==> config.mk <==
export PLATFORM = sky130hd
export DESIGN_NAME = regfile_sb
export DESIGN_NICKNAME = d
export VERILOG_FILES = /design/src/rtl/regfile_sb.sv
export SDC_FILE = /design/constraint.sdc
export NUM_CORES = 2
export LEC_CHECK = 0
export CAP_MARGIN = 20
export CORE_ASPECT_RATIO = 1.1
export CORE_MARGIN = 4
export CORE_UTILIZATION = 55
export DETAILED_ROUTE_END_ITERATION = 10
export GPL_TIMING_DRIVEN = 0
export PLACE_DENSITY = 0.72
export SLEW_MARGIN = 20
export SYNTH_ARGS = -nofsm -noshare
export SYNTH_HDL_FRONTEND = slang
export SYNTH_SLANG_ARGS = --single-unit
export TNS_END_PERCENT = 50
==> constraint.sdc <==
create_clock -name clk -period 9.45 [get_ports clk]
set_clock_uncertainty 0.05 [all_clocks]
set_input_delay 0.945 -clock clk [delete_from_list [all_inputs] [get_ports clk]]
set_output_delay 0.945 -clock clk [all_outputs]
set_load 0.005 [all_outputs]
==> src/rtl/regfile_sb.sv <==
// Register file with a per-register pending scoreboard: issue reserves a destination,
// writeback fills it and releases the reservation, reads report readiness with a same-cycle bypass.
module regfile_sb #(
  parameter int unsigned DW = 32,
  parameter int unsigned AW = 5
) (
  input  logic          clk,
  input  logic          rst_n,
  input  logic          issue_en,
  input  logic [AW-1:0] issue_rd,
  output logic          issue_stall,
  input  logic          wb_en,
  input  logic [AW-1:0] wb_rd,
  input  logic [DW-1:0] wb_data,
  input  logic [AW-1:0] ra_addr,
  input  logic [AW-1:0] rb_addr,
  output logic [DW-1:0] ra_data,
  output logic [DW-1:0] rb_data,
  output logic          ra_ready,
  output logic          rb_ready,
  output logic [AW:0]   pend_cnt,
  output logic          wb_err
);

  localparam int unsigned NR = 2 ** AW;
  localparam logic [AW:0] CntMax = (AW + 1)'(NR - 1);

  logic [DW-1:0] regs_q [NR];
  logic [NR-1:0] pending_q, pending_d;
  logic [NR-1:0] we, set_vec;
  logic [AW:0]   pend_cnt_q, pend_cnt_d;
  logic          wb_err_q, wb_err_d;

  logic wb_valid, wb_was_pend, issue_acc;
  logic ra_byp, rb_byp;

  assign wb_valid    = wb_en && (wb_rd != '0);
  assign wb_was_pend = pending_q[wb_rd];

  // A writeback to the same register in this cycle releases it, so the reservation may proceed.
  assign issue_stall = issue_en && pending_q[issue_rd] && !(wb_en && (wb_rd == issue_rd));
  assign issue_acc   = issue_en && !issue_stall && (issue_rd != '0);

  always_comb begin
    we = '0;
    if (wb_valid) we[wb_rd] = 1'b1;
  end

  always_comb begin
    set_vec = '0;
    if (issue_acc) set_vec[issue_rd] = 1'b1;
  end

  // Set is applied after clear so a same-register issue keeps the register pending.
  assign pending_d = (pending_q & ~we) | set_vec;

  always_comb begin
    pend_cnt_d = pend_cnt_q;
    if (issue_acc && !(wb_valid && wb_was_pend)) begin
      if (pend_cnt_q != CntMax) pend_cnt_d = pend_cnt_q + 1'b1;
    end else if (!issue_acc && wb_valid && wb_was_pend) begin
      if (pend_cnt_q != '0) pend_cnt_d = pend_cnt_q - 1'b1;
    end
  end

  assign wb_err_d = wb_err_q || (wb_valid && !wb_was_pend);

  always_ff @(posedge clk) begin
    if (!rst_n) begin
      for (int unsigned i = 0; i < NR; i++) regs_q[i] <= '0;
      pending_q  <= '0;
      pend_cnt_q <= '0;
      wb_err_q   <= 1'b0;
    end else begin
      for (int unsigned i = 0; i < NR; i++) begin
        if (we[i]) regs_q[i] <= wb_data;
      end
      pending_q  <= pending_d;
      pend_cnt_q <= pend_cnt_d;
      wb_err_q   <= wb_err_d;
    end
  end

  assign ra_byp = wb_valid && (wb_rd == ra_addr);
  assign rb_byp = wb_valid && (wb_rd == rb_addr);

  always_comb begin
    ra_data = '0;
    if (ra_byp) ra_data = wb_data;
    else if (ra_addr != '0) ra_data = regs_q[ra_addr];
  end

  always_comb begin
    rb_data = '0;
    if (rb_byp) rb_data = wb_data;
    else if (rb_addr != '0) rb_data = regs_q[rb_addr];
  end

  assign ra_ready = !pending_q[ra_addr] || ra_byp;
  assign rb_ready = !pending_q[rb_addr] || rb_byp;
  assign pend_cnt = pend_cnt_q;
  assign wb_err   = wb_err_q;

endmodule

==> impl_metrics.py <==
metrics = {
    "status": {
        "status": "finished, final reports clean",
    },
    "route": {
        "wl_per_cell_um": 39.6,
        "drtPass1Iterations": 8,
        "postRouteAntennaNets": 0,
        "num_vias": 38971,
        "finalWirelength_um": 210000,
        "remaining_drc_errors": 0,
        "drtIter0Drc": 6785,
        "vias_per_cell": 7.36,
    },
    "synth": {
        "syn_inst": 3635,
        "yosysTopAreaCell": "edfxtp_1",
        "synth_flop_cell": "edfxtp_1",
        "ys_types": 66,
        "ys_seq_area_frac": 0.584,
        "netlist_area_um2": 54000,
        "netlist.area_leader.share": 0.569,
        "synth.cells.most_frequent": "edfxtp_1 (1024), nor2_1 (646), mux4_2 (465)",
        "ys_ff_latch": 1063,
        "synth_area_per_cell_um2": 14.9,
        "synth_most_common_cell": "edfxtp_1",
        "synthArstFlopShare": 0,
        "synthTopCellsByArea": "edfxtp_1 (57%), mux4_2 (19%), mux2i_1 (4.9%)",
        "synth-warning-count": 0,
        "synth_edf_count": 1024,
    },
    "critical_path": {
        "reg2reg_depth": 14,
        "cp-start-kind": "primary input",
        "worstSetupEndpointType": "output pin",
        "reg2reg_to": "pend_cnt[5]",
        "cp.required_ps": 8460,
        "path_max_fanout": 10,
        "r2r-start": "pending_q[21]",
        "path_class": "primary input to output pin",
        "crit_arrival_ps": 6160,
        "rrSetupSlack_ps": 5940,
    },
    "global_route": {
        "grt_pass1_wl_um": 285000,
        "antenna_found_initial": 18,
        "first_global_vias": 37881,
        "grt_usage": 0.404,
        "grt_max_degree": 34,
        "grt.overflow.total": 0,
    },
    "worst_hold_path": {
        "worstHoldStart": "wb_err",
        "min_to": "wb_err",
        "hold_path_class": "flop to flop",
        "hold_depth": 2,
    },
    "timing": {
        "fmax_ghz": 0.140,
        "finalMaxSlewViolations": 0,
        "min_period_over_period": 0.757,
        "fin_crit_ps": 7150,
        "finalHoldViolCount": 0,
        "setup_viol": 0,
        "tns_ps": 0,
        "slew_headroom": 0.0759,
        "grt_setup_unrepaired": "false",
        "worstMarginPinSlew_ps": 1390,
    },
    "clock_network": {
        "htree_levels": 3,
        "clk_pin_slew_ps": 60,
        "cts_setup_buffers": 0,
        "cts_tree": "built",
        "ctsRootBufferMaster": "clkbuf_16",
        "cts.repair.resized": 0,
        "clock-sinks": 1063,
        "hold_buffers": 0,
        "cts_buffer_depth": 3,
        "clk_latency_ps": 720,
        "numCtsBuffers": 109,
    },
    "final_layout": {
        "syn2layout_area_growth_pct": 13.2,
        "nets": 3978,
        "multi_input_area_um2": 21100,
        "utilization": 0.628,
        "final_layout_size_suffix_gt1_frac": 0.219,
        "ff_latch_area_um2": 31500,
        "fillers": 7181,
    },
    "power": {
        "powerDensity_nw_per_um2": 194,
        "leakage_uw": 0.0207,
        "irDropWorstVdd_v": 0.000176,
    },
    "floorplanning": {
        "row_count": 120,
        "chipWidth_um": 307,
        "initial_utilization": 0.554,
        "die_height_um": 337,
        "pin_count": 130,
        "coreArea_um2": 97400,
        "die-area_um2": 103000,
    },
    "job": {
        "drv_cap": 0,
    },
    "placement": {
        "place_hpwl_um": 144000,
        "io_buffers": 117,
        "place_congestion": 1.05,
    },
}
[stage by stage]
stage	power, µW	setup WS, ps	cell area, µm²	hold WS, ps	std cells
after global routing	12100	2330	61100	471	5289
after global placement	7500	391	56900	422	5064
after detailed placement	7560	2760	57600	421	5085
after CTS	11700	2740	61100	434	5287
final	11900	2300	61200	428	5297
after floorplan	6730	4900	54100	411	3666
[kinds of logic after synthesis]
| family | Yosys count | share of synthesized area |
|---|---|---|
| flip-flops | 1063 | 0.584 |
| AND/OR/NAND/NOR | 882 | 0.0645 |
| multiplexers | 796 | 0.257 |
| AO/OA/AOI/OAI | 501 | 0.0599 |
| buffers and inverters | 369 | 0.0307 |
| XOR/XNOR | 18 | 0.00292 |
| adder cells (fa/ha/maj) | 5 | 0.00130 |
| other | 1 | 0.0000694 |
[sequential cells by signal, summed over array words and instances, names as in the netlist]
name	count
pend_cnt	6
pending_q	32
regs_q	1024
wb_err	1
[worst max-delay path, stage by stage]
cell             delay (ps)
clkdlybuf4s50_1         710
or2_1                   160
clkbuf_1                740
clkbuf_1                980
o21ai_0                 240
a21oi_1                 250
nor2_1                   80
o211ai_1                380
o21ai_0                 140
o21ai_0                 840
clkdlybuf4s50_1         670
[per-layer routing]
| metal | share of wire | global-route usage | wire length [µm] |
|---|---|---|---|
| met1 | 0.32 | 0.478 | 66800 |
| met2 | 0.43 | 0.599 | 91000 |
| met3 | 0.17 | 0.196 | 35000 |
| met4 | 0.080 | 0.248 | 16900 |
| met5 | 0.00044 | 0 | 92 |
[power by group]
part / internal, µW / switching (µW)
clock network: 2420 / 1900
registers: 5510 / 168
logic: 758 / 1130
total: 8690 / 3200
[cells in the final DEF (no fill, tap or decap), types with 6 or more instances in the layout]
cell type,instances
mux2i_1,263
clkbuf_16,110
nand2_2,9
clkbuf_2,8
inv_1,46
clkdlybuf4s50_1,117
buf_4,23
mux2_2,68
clkbuf_1,189
o211ai_1,32
buf_16,14
dfxtp_1,39
buf_1,33
diode_2,8
nand3_1,13
buf_6,14
a21oi_1,76
xnor2_1,14
a2bb2oi_1,14
nand2_4,19
nand4_1,6
clkinv_2,26
bufinv_16,10
a221oi_1,66
nand2_1,151
mux4_2,465
o21ai_0,170
a22oi_1,72
o21ai_1,36
buf_2,73
conb_1,32
nor2_1,646
nand2b_1,10
edfxtp_1,1024
clkinv_1,28
buf_12,6
[layout make-up]
class / count / area share
sequential: 1063 / 0.515
multi-input combinational: 2234 / 0.346
clock buffer: 131 / 0.0468
timing repair buffer: 140 / 0.0281
tap: 1281 / 0.0262
buffer: 322 / 0.0245
clock inverter: 71 / 0.0101
inverter: 47 / 0.00288
antenna: 8 / 0.000327
[how the worst max path moves through the flow]
stage	from	to	cells after the start
CTS	ra_addr[1]	ra_data[9]	11
global placement	wb_rd[4]	pending_q[29]	5
floorplan	wb_rd[0]	regs_q[29][0]	6
global route	ra_addr[1]	ra_data[9]	11
finish	ra_addr[1]	ra_data[2]	11
detailed placement	ra_addr[1]	ra_data[9]	11
Note: power is estimated with default switching activity, not from simulation.
==> patch, RTL diff (config.mk and constraints unchanged) <==
The parameter `AW` goes from 5 to 4.
--- a/src/rtl/regfile_sb.sv
+++ b/src/rtl/regfile_sb.sv
@@ -4,3 +4,3 @@
   parameter int unsigned DW = 32,
-  parameter int unsigned AW = 5
+  parameter int unsigned AW = 4
 ) (
Ports: changed (5 resized); port bits go from 130 to 125. No check against the original RTL was run, so the function may have changed too.
==> patch against the unedited design <==
  * Sequential cell count fell by 529
  * First-iteration DRC count shrank 57%
  * Power decreased by 49%
  * Utilization is 2.0 points higher
  * Setup slack better by 1600 ps
  * Final area decreased by 48%
  * Area after synthesis decreased by 50%
  * Sequential share of layout area down 1.7 points
  * Wire length fell by 59%
  * Via count fell by 53%
  * Critical path depth is 3 lower
  * Register-to-register slack improved by 300 ps
  * Critical path type unchanged
  * Critical endpoint is now rb_data[21]
  * Highest routed layer is now met4
==> patch: results (changes against the unedited design) <==
* Post-Synth XOR/XNOR Area at 0.451% (+0.16 points)
* Number of flip-flops under the largest register name at 512 (-50%)
* Data arrival time of the critical path at 4600 ps (-1560 ps)
* Number of nets in the layout at 2,005 (-50%)
* Critical-path cell with the highest stage delay: sky130_fd_sc_hd__buf_1
* Number of cell instances on the worst register-to-register path at 10 (-4)
* Final Instance Count excl. Fillers at 2,644 (-50%)
* Critical path's largest stage delay at 1000 ps (+20 ps)
* Internal power contribution at 4.56 mW (-48%)
* Beginning of the critical path: rb_addr[1]
* Number of enable flip-flop cells after synthesis at 512 (-50%)
* Via count at 18,300 (-53%)
* Top cells by count, synth: sky130_fd_sc_hd__edfxtp_1 (512), sky130_fd_sc_hd__mux4_2 (336), sky130_fd_sc_hd__nor2_1 (301)
* Outcome: finished, final reports clean
* Count of buffers inserted at the top-level ports at 112 (-4.3%)
* Cell count after placement at 2,545 (-50%)
* Worst slew margin relative to its limit at 12.2% (+4.7 points)
* Placer Congestion at 0.897 (-14%)
* Count of different cell masters after synthesis at 58 (-12%)
* HPWL Detailed at 57,500 µm (-60%)
* Clk_lat worst skew at 610 ps (-110 ps)
* Fraction of synthesized area in multiplexers at 28.2% (+2.5 points)
* Routed wire per std cell at 32.9 µm (-17%)
* Drt first pass iters at 6 (-2)
* R2R Path Start: pending_q[9]$_SDFF_PN0_
* Worst reg2reg path endpoint: pend_cnt[4]$_SDFFE_PN0P_
* Portion of the post-synthesis area used by sequential elements at 58.2% (-0.21 points)
* Leading cell types by total area after synthesis: sky130_fd_sc_hd__edfxtp_1 (57%), sky130_fd_sc_hd__mux4_2 (28%), sky130_fd_sc_hd__nor2_1 (4.2%)
* Drt initial violations at 2,925 (-57%)
* CTS H-Tree Depth at 2 (-1)
* Worst hold-check slack at 442 ps (+14.1 ps)
* Number of global-route vias before repair at 18,600 (-51%)
* Post-placement cell area at 29,900 µm² (-48%)
* LEAKAGE at 10.6 nW (-49%)
* Layout cells sized above 1 at 25.9% (+4.0 points)
* Initial antenna violation count at 0 (-18)
* Max IR drop VDD at 0.156 mV (-12%)
* Post-synthesis area per instance at 15.8 µm² (+6.0%)
* Clock network fraction of design power at 36.8% (+0.4 points)
## patch: layout make-up
cell class | count | area [µm²]
fillers | 3440 | 17200
flip-flops and latches | 534 | 15800
multi-input cells | 977 | 10700
repair buffers | 137 | 1620
clock buffers | 68 | 1450
well taps | 652 | 816
plain buffers | 134 | 564
inverters | 112 | 423
clock inverters | 29 | 347
diodes | 1 | 2.50
## patch: per-layer routing
metal / GRT usage, % / vias up / routed length, µm
met2: 51.4 / 1522 / 40200
met4: 15.8 / 0 / 5140
li1: - / 7169 / -
met1: 44.0 / 9308 / 29200
met5: 0 / - / 0
met3: 10.6 / 336 / 12300
## patch: per-stage QoR
step | setup WS (ps) | power [mW] | utilization [%]
5_1_grt | 3830 | 6.22 | 64.8
3_3_place_gp | 709 | 3.81 | 59.8
4_1_cts | 3870 | 6.04 | 64.7
3_5_place_dp | 3880 | 3.86 | 61.1
6_report | 3850 | 6.06 | 64.8
2_1_floorplan | 4990 | 3.44 | -
